===== src/rtl/alu_dispatch_ctrl.sv =====
// Dispatch controller: accepts one op, pulses the matching ALU unit enable,
// captures that unit's registered result and holds it until the consumer takes it.
module alu_dispatch_ctrl #(
    parameter int WIDTH = 16
) (
    input  logic             clk,
    input  logic             rst_n,
    input  logic             in_valid,
    output logic             in_ready,
    input  logic [WIDTH-1:0] in_a,
    input  logic [WIDTH-1:0] in_b,
    input  logic [3:0]       in_fun,
    output logic [WIDTH-1:0] a,
    output logic [WIDTH-1:0] b,
    output logic [3:0]       alu_fun,
    output logic             ARITH_EN,
    output logic             LOGIC_EN,
    output logic             CMP_EN,
    output logic             SHIFT_EN,
    input  logic [WIDTH-1:0] ARITH_out,
    input  logic [WIDTH-1:0] LOGIC_out,
    input  logic [WIDTH-1:0] CMP_out,
    input  logic [WIDTH-1:0] SHIFT_out,
    input  logic             ARITH_flag,
    input  logic             LOGIC_flag,
    input  logic             CMP_flag,
    input  logic             SHIFT_flag,
    output logic             out_valid,
    input  logic             out_ready,
    output logic [WIDTH-1:0] out_data,
    output logic [1:0]       out_unit,
    output logic             out_err
);

    typedef enum logic [1:0] {IDLE, ISSUE, CAPTURE, HOLD} state_t;

    state_t           state;
    state_t           state_next;
    logic [WIDTH-1:0] sel_out;
    logic             sel_flag;

    always_ff @(posedge clk or negedge rst_n) begin
        if (!rst_n) begin
            state <= IDLE;
        end else begin
            state <= state_next;
        end
    end

    always_comb begin
        state_next = state;
        in_ready   = 1'b0;
        out_valid  = 1'b0;
        ARITH_EN   = 1'b0;
        LOGIC_EN   = 1'b0;
        CMP_EN     = 1'b0;
        SHIFT_EN   = 1'b0;
        case (state)
            IDLE: begin
                in_ready = 1'b1;
                if (in_valid) state_next = ISSUE;
            end
            ISSUE: begin
                case (alu_fun[3:2])
                    2'b00:   ARITH_EN = 1'b1;
                    2'b01:   LOGIC_EN = 1'b1;
                    2'b10:   CMP_EN   = 1'b1;
                    default: SHIFT_EN = 1'b1;
                endcase
                state_next = CAPTURE;
            end
            CAPTURE: state_next = HOLD;
            default: begin
                out_valid = 1'b1;
                if (out_ready) state_next = IDLE;
            end
        endcase
    end

    // Operand registers feed every unit; they only move on an accepted request.
    always_ff @(posedge clk or negedge rst_n) begin
        if (!rst_n) begin
            a       <= '0;
            b       <= '0;
            alu_fun <= '0;
        end else if (state == IDLE && in_valid) begin
            a       <= in_a;
            b       <= in_b;
            alu_fun <= in_fun;
        end
    end

    always_comb begin
        sel_out  = ARITH_out;
        sel_flag = ARITH_flag;
        case (alu_fun[3:2])
            2'b01: begin
                sel_out  = LOGIC_out;
                sel_flag = LOGIC_flag;
            end
            2'b10: begin
                sel_out  = CMP_out;
                sel_flag = CMP_flag;
            end
            2'b11: begin
                sel_out  = SHIFT_out;
                sel_flag = SHIFT_flag;
            end
            default: ;
        endcase
    end

    // Units register their result on the ISSUE edge, so it is sampled on the CAPTURE edge.
    always_ff @(posedge clk or negedge rst_n) begin
        if (!rst_n) begin
            out_data <= '0;
            out_unit <= '0;
            out_err  <= 1'b0;
        end else if (state == CAPTURE) begin
            out_data <= sel_out;
            out_unit <= alu_fun[3:2];
            out_err  <= ~sel_flag;
        end
    end

endmodule


===== config.mk =====
export PLATFORM = sky130hd
export DESIGN_NAME = alu_dispatch_ctrl
export DESIGN_NICKNAME = d
export VERILOG_FILES = /design/src/rtl/alu_dispatch_ctrl.sv
export SDC_FILE = /design/constraint.sdc
export NUM_CORES = 1
export LEC_CHECK = 0
export BUFFER_PORTS_ARGS = -buffer_cell sky130_fd_sc_hd__buf_2
export CAP_MARGIN = 5
export CORE_AREA = 3 3 101 84
export DETAILED_ROUTE_END_ITERATION = 16
export DIE_AREA = 0 0 104 87
export PLACE_DENSITY = 0.75
export SLEW_MARGIN = 20
export SYNTH_ARGS = -nofsm -noshare
export SYNTH_HDL_FRONTEND = slang
export SYNTH_SLANG_ARGS = --single-unit

===== constraint.sdc =====
create_clock -name clk -period 1.4 [get_ports clk]
set_input_delay 0.28 -clock clk [delete_from_list [all_inputs] [get_ports clk]]
set_output_delay 0.28 -clock clk [all_outputs]
set_load 0.02 [all_outputs]

Word level (Yosys, flattened, before mapping)

Cells that the tools add are included.

Reduce and logical (&&, ||, !) cells: 7
Bitwise logic cells: 1
Muxes and demuxes: 15
Eq/ne operators: 6

Operators with widths:

| kind               | count |
|---|---|
| $pmux 16 s3        | 1 |
| $mux 1             | 10 |
| $eq 2x2->1 const B | 3 |
| $pmux 2 s3         | 1 |
| $reduce_or 3->1    | 2 |
| $eq 2x1->1 const B | 2 |
| $logic_not 2->1    | 2 |
| $mux 2             | 2 |
| $reduce_bool 4->1  | 1 |
| $pmux 1 s3         | 1 |
| $ne 2x2->1 const B | 1 |
| $reduce_and 2->1   | 1 |
| $logic_and 1x1->1  | 1 |
| $not 1->1          | 1 |

Logic and storage cells: 36
Bits of input ports: 108
Register bits after elaboration: 57

Logic depth before layout (Yosys ltp)

Gate-level depths: netlist of run 1.

Depth in word-level cells: 4
Mapped depth: 7

Least setup slack after synthesis of run 1

No wires, ideal clock.

Kind: register to register
Start: reg state[0]
End: reg a[0]
Path slack: -186 ps
Cell stages (with the launch flop): 6
Arrival: 1461 ps
Clock period less this slack: 1586 ps
Cell sequence: dfrtp_1 inv_1 ha_1 nand2_4 buf_6 mux2_4

Longest elaborated chain between the ends: 2

RTL lines:

| item                     | RTL line | source |
|---|---|---|
| start: declaration       | 37       | `state_t state;` |
| start signal: assignment | 46       | `state <= state_next;` |
| $logic_not 2->1          | 86       | `end else if (state == IDLE && in_valid) begin` |
| $logic_and 1x1->1        | 86       |  |
| end signal: assignment   | 87       | `a <= in_a;` |
| end: declaration         | 13       | `output logic [WIDTH-1:0] a,` |

No other way between the ends.
A chain may end at the register's enable or synchronous reset.

Worst setup path in the final report of run 1

Start: reg state[1]
End: out ARITH_EN

Longest elaborated chain between the ends: 2

RTL lines:

| item             | RTL line | source |
|---|---|---|
| $eq 2x1->1       | 58       | `case (state)` |
| $mux 1           | 58       |  |
| end: declaration | 16       | `output logic ARITH_EN,` |

No other way between the ends.

==> out/summary.txt, run 1 <==
worst-margin pin slew: 0.305 ns
largest net degree at the start of global routing: 58
Clk pin slew, worst setup/hold paths: 0.07 ns
outcome: complete, but fails checks
DR DRC count: 0
Area Growth Syn to Fin: 54.2%
Die ar.: 0.00905 mm^2
Wirelength per Cell: 15.0 um
mean area per synthesized cell: 14.0 um^2
via count: 2354
Post-Syn Nets: 326
area of the multi-input gates: 0.00146 mm^2
clock latency on the worst-skew pair: 0.33 ns
Yosys reg bits: 57
pre-CTS worst setup slack: -0.0254 ns
Setup crit start kind: flop
GP Congestion: 0.770
worst setup margin: -0.175 ns
Root Buffer: clkbuf_8
final hold violations: 0
placed cell count: 487
Worst Skew: 0.00562 ns
clock sinks: 57
hold crit path type: in -> reg
antenna violations before repair: 0
PortBufs: 168
Worst Setup End Kind: output port
# fillers: 614
Initial Utilization: 0.403
CP arrival: 1.29 ns
pwr/cell area: 2470 mW/mm^2
Via-to-Cell Ratio: 4.56
required time of the critical path: 1.12 ns
Leakage: 2.47 nW
first-pass detailed-route iteration total: 2
min cycle time layout: 1.57 ns
antenna viol nets, final: 0
placed wire-length estimate: 5.49 mm
Final #Nets: 518
share of layout cells above drive strength 1: 0.698
Worst Hold Slack: 0.177 ns
cts bufs inserted: 9
initial drt markers: 46
core box area: 0.00743 mm^2
RSZ-0062 raised after global routing: yes
die width: 104 um
Seq/Total Area, Yosys: 0.477
# rows: 28
relative slew slack: 0.797
IO Count: 169
Tcrit/Tclk final: 1.12
failing checks: setup timing
vias in the first global route: 2571
Post-Syn Area: 0.00299 mm^2
fin. max-slew vios: 0
ant diodes: 0
drt total wl: 7.73 mm
Overflow after GRT: 0
final cell count without fillers: 516
Setup CP Type: reg -> out
H-tree depth: 3
deepest clock path buffer count: 2
Ys Warns: 0
VDD IR max: 1.33 mV
CTS tree: done
Cell variety after synth: 24
global-route wire length before repair: 12.8 mm
Syn Inst Count: 214
register area: 0.00143 mm^2
gr usage total: 0.178
Die H: 87 um
Setup-failing EPs final: 54
max_cap viols: 0
Max Clk Rate: 0.635 GHz
Crit Path Max Fanout: 4
==> cell families after synthesis <==
| family | Yosys count | share of synthesized area |
|---|---|---|
| adders and majority gates | 4 | 0.0167 |
| DFF | 57 | 0.477 |
| muxes | 71 | 0.319 |
| AOI/OAI and AO/OA | 23 | 0.0841 |
| and+or+nand+nor | 26 | 0.0414 |
| buffers and inverters | 33 | 0.0619 |
==> synthesized netlist by cell type, drive strengths merged <==
| library cell | number | share of area |
|---|---|---|
| o31ai | 1 | 0.0025 |
| o22a | 1 | 0.0029 |
| buf | 13 | 0.037 |
| inv | 20 | 0.025 |
| a22o | 1 | 0.0029 |
| and3 | 1 | 0.0021 |
| nand2b | 1 | 0.0021 |
| nor2 | 1 | 0.0013 |
| nand2 | 20 | 0.028 |
| ha | 4 | 0.017 |
| mux2 | 54 | 0.26 |
| nor2b | 1 | 0.0021 |
| o21ai | 3 | 0.0050 |
| nor3b | 1 | 0.0025 |
| mux2i | 17 | 0.057 |
| o221ai | 17 | 0.071 |
| dfrtp | 57 | 0.48 |
| and3b | 1 | 0.0029 |
==> registers in the layout, summed over array words and instances, names as in the netlist <==
| register | count |
|---|---|
| a | 16 |
| b | 16 |
| out_data | 16 |
| alu_fun | 4 |
| out_unit | 2 |
| state | 2 |
| out_err | 1 |
==> worst paths after layout <==
| check | startpoint | end | slack, ns | cells past startpoint |
|---|---|---|---|---|
| worst max-delay path | state[1] | ARITH_EN | -0.17 | 4 |
| worst min-delay path | in_a[2] | a[2] | 0.18 | 2 |
| worst max register to register | state[0] | b[15] | -0.17 | 7 |
| worst min register to register | out_unit[0] | out_unit[0] | 0.50 | 1 |
| max in group asynchronous | rst_n | state[0] | 0.64 | 3 |
| min in group asynchronous | rst_n | alu_fun[0] | 0.48 | 3 |
==> routing by layer <==
layer / share of wire / global-route usage / up-vias
met3: 0.076 / 0.0689 / 11
met4: 0.012 / 0.0483 / 0
met2: 0.50 / 0.301 / 98
met1: 0.41 / 0.214 / 1102
li1: - / - / 1143
met5: 0 / 0 / -
==> area by class of cell <==
type / count / area share
Sequential cell: 57 / 0.310
Tap cell: 105 / 0.0285
Clock inverter: 5 / 0.0222
Clock buffer: 11 / 0.0306
Timing Repair Buffer: 194 / 0.276
Multi-Input combinational cell: 124 / 0.316
Inverter: 20 / 0.0163
==> worst max-delay path, stage by stage, from the launching register on <==
cell and delay [ns]:
dfrtp_1 0.40, inv_2 0.10, ha_4 0.15, nor3b_2 0.16, buf_4 0.16
==> layout by cell type (no fill, tap or decap), types with 3 or more instances in the layout <==
cell | Yosys | layout
mux2i_1 | 17 | 17
o221ai_1 | 7 | 7
buf_4 | 3 | 9
dfrtp_1 | 57 | 54
mux2_2 | 7 | 3
nand2_1 | 18 | 18
ha_4 | 0 | 3
buf_16 | 0 | 3
o221ai_2 | 10 | 10
bufinv_16 | 0 | 3
mux2_4 | 47 | 51
buf_2 | 4 | 161
clkbuf_8 | 0 | 10
buf_6 | 6 | 10
dfrtp_2 | 0 | 3
inv_1 | 20 | 18
buf_12 | 0 | 9
==> where the power goes <==
| part | switching [W] | leakage (nW) | internal [W] |
|---|---|---|---|
| Combinational | 0.00313 | 1.67 | 0.00335 |
| Clock | 0.000655 | 0.120 | 0.00123 |
| Sequential | 0.000518 | 0.681 | 0.00251 |
==> timing repair <==
item	CTS	global route
hold endpoints to repair	57	0
gates resized for setup	39	6
pin swaps	3	1
endpoints found under the setup margin	34	64
gates cloned	5	0
hold buffers	1	0
buffers inserted	8	0
==> through the flow <==
step                TNS (ns)  total power, W   util  instance area, um^2
global placement           0         0.00867  0.546                 4060
CTS                    -6.38          0.0115  0.619                 4600
floorplan            -0.0584         0.00704      -                 3010
detailed placement    -0.475         0.00884  0.546                 4060
finish                 -5.76          0.0114  0.621                 4610
global route           -9.71          0.0121  0.621                 4610
(Power assumes the default switching activity.)
==> run 2: changes to the inputs <==
--- a/config.mk
+++ b/config.mk
@@ -10,2 +10,3 @@
 export CORE_AREA = 3 3 101 84
+export CTS_CLUSTER_DIAMETER = 60
 export DETAILED_ROUTE_END_ITERATION = 16
@@ -13,3 +14,2 @@
 export PLACE_DENSITY = 0.75
-export SLEW_MARGIN = 20
 export SYNTH_ARGS = -nofsm -noshare
==> constraint.sdc (replaced) <==
create_clock -name clk -period 1.4 [get_ports clk]
set_input_delay 0.14 -clock clk [delete_from_list [all_inputs] [get_ports clk]]
set_output_delay 0.14 -clock clk [all_outputs]
set_load 0.02 [all_outputs]
==> run 2 against run 1 <==
Net effect: the run still ends with setup timing left; power down 8.1%; sequential share of layout area grew 2.0 points; clock skew grew 0.0015 ns; wire length down 4.5%; critical endpoint is now LOGIC_EN; largest power group unchanged.
==> out/summary.txt, run 2 (synthesized netlist as in run 1, its figures left out) <==
core box area: 0.00743 mm^2
clock latency on the worst-skew pair: 0.32 ns
failing checks: setup timing
Leakage: 2.34 nW
PortBufs: 168
commonest non-fill, non-tap cell in the layout: buf_2
global-route wire length before repair: 11.8 mm
DR DRC count: 0
largest net degree at the start of global routing: 58
drt total wl: 7.38 mm
IO Count: 169
Crit Path Max Fanout: 4
vias in the first global route: 2345
Wirelength per Cell: 14.6 um
Max Clk Rate: 0.683 GHz
Die H: 87 um
# rows: 28
die width: 104 um
fin. max-slew vios: 0
Post-DP Area: 0.00406 mm^2
Worst Setup End Kind: output port
hold crit path type: in -> reg
Setup crit start kind: flop
Via-to-Cell Ratio: 4.57
Area Growth Syn to Fin: 44.8%
min cycle time layout: 1.46 ns
initial drt markers: 45
first-pass detailed-route iteration total: 4
RSZ-0062 raised after global routing: yes
outcome: complete, but fails checks
placed wire-length estimate: 5.55 mm
Clk pin slew, worst setup/hold paths: 0.07 ns
antenna violations before repair: 0
CP arrival: 1.32 ns
worst setup margin: -0.0641 ns
switching share of total power: 0.391
cts bufs inserted: 9
Root Buffer: clkbuf_8
GP Congestion: 0.735
combinational share of power: 0.564
design area: 0.00433 mm^2
Setup CP Type: reg -> out
cell internal pwr: 0.00637 W
H-tree depth: 3
Setup-failing EPs final: 7
pwr/cell area: 2420 mW/mm^2
via count: 2318
Tcrit/Tclk final: 1.05
VDD IR max: 1.30 mV
top flop regs: a (16), b (16), out_data (16)
share of layout cells above drive strength 1: 0.677
relative slew slack: 0.770
ant diodes: 0
part of the power in the clock network: 0.152
max_cap viols: 0
Worst Skew: 0.00716 ns
fin util: 0.583
deepest clock path buffer count: 2
CTS tree: done
Final #Nets: 509
Switch Pwr: 0.00409 W
sequential power share: 0.285
most frequent cells in the layout: 164 x buf_2, 56 x dfrtp_1, 47 x mux2_4
required time of the critical path: 1.26 ns
Die ar.: 0.00905 mm^2
clock sinks: 57
gr usage total: 0.163
Overflow after GRT: 0
antenna viol nets, final: 0
Initial Utilization: 0.403
worst-margin pin slew: 0.346 ns
final hold violations: 0
[run 2: cell types whose count changed in the layout (fill, tap and decap cells not counted), sizes merged]
cell      change
buf           -9
bufinv        -2
clkbuf        +3
clkinvlp      -1
[run 2: power groups by stage]
stage                     Combinational [W]  Sequential [W]  Clock [W]
after floorplan                     0.00308         0.00396          0
after global placement              0.00569         0.00298          0
after detailed placement            0.00587         0.00301          0
after CTS                           0.00598         0.00299    0.00164
after global routing                0.00631         0.00310    0.00172
final                               0.00590         0.00298    0.00159
[run 2: area by class of cell]
| cell class | count | area [um^2] |
|---|---|---|
| multi-input combinational | 124 | 1420 |
| sequential | 57 | 1430 |
| fill | 652 | 3090 |
| clock inverter | 2 | 35.0 |
| timing repair buffer | 185 | 1070 |
| clock buffer | 14 | 173 |
| tap | 105 | 131 |
| inverter | 20 | 75.1 |
[run 2: what timing repair did]
| action | 4_1_cts | 5_1_grt |
|---|---|---|
| endpoints found under the setup margin | 39 | 43 |
| hold buffers | 1 | 0 |
| cloned | 0 | 0 |
| buffers inserted | 1 | 0 |
| endpoints found under the hold margin | 57 | 0 |
| gates resized for setup | 12 | 2 |
| pin swaps | 1 | 2 |
[run 2: layer usage]
metal	track usage	routed length, um	vias up
li1	-	-	1122
met1	0.201	3160	1092
met2	0.277	3590	96
met3	0.0526	570	8
met4	0.0447	65	0
met5	0	0	-
[run 2: final timing paths]
kind,startpoint,to,slack (ns),depth (start not counted)
max,state[0],LOGIC_EN,-0.06,4
min reg2reg,out_unit[0],out_unit[0],0.50,1
min,in_b[5],b[5],0.04,2
max in group asynchronous,rst_n,alu_fun[2],0.78,3
min in group asynchronous,rst_n,b[15],0.36,3
max reg2reg,state[1],state[0],-0.01,6
[run 2: metrics by stage]
stage	hold slack, ns	worst slack (ns)	setup TNS (ns)	power (W)	cells
final	0.0445	-0.0641	-0.244	0.0105	507
after global routing	0.0253	-0.115	-1.96	0.0111	507
after CTS	0.0213	-0.0781	-0.370	0.0106	507
after detailed placement	0.168	-0.00102	-0.00102	0.00887	489
after global placement	0.163	0.0478	0	0.00866	489
after floorplan	-0.156	-0.0135	-0.0584	0.00704	214
[run 2: worst max-delay path: stages (launching register included)]
cell and delay (ns):
dfrtp_1 0.39, buf_6 0.13, ha_4 0.16, and3b_1 0.19, buf_6 0.13
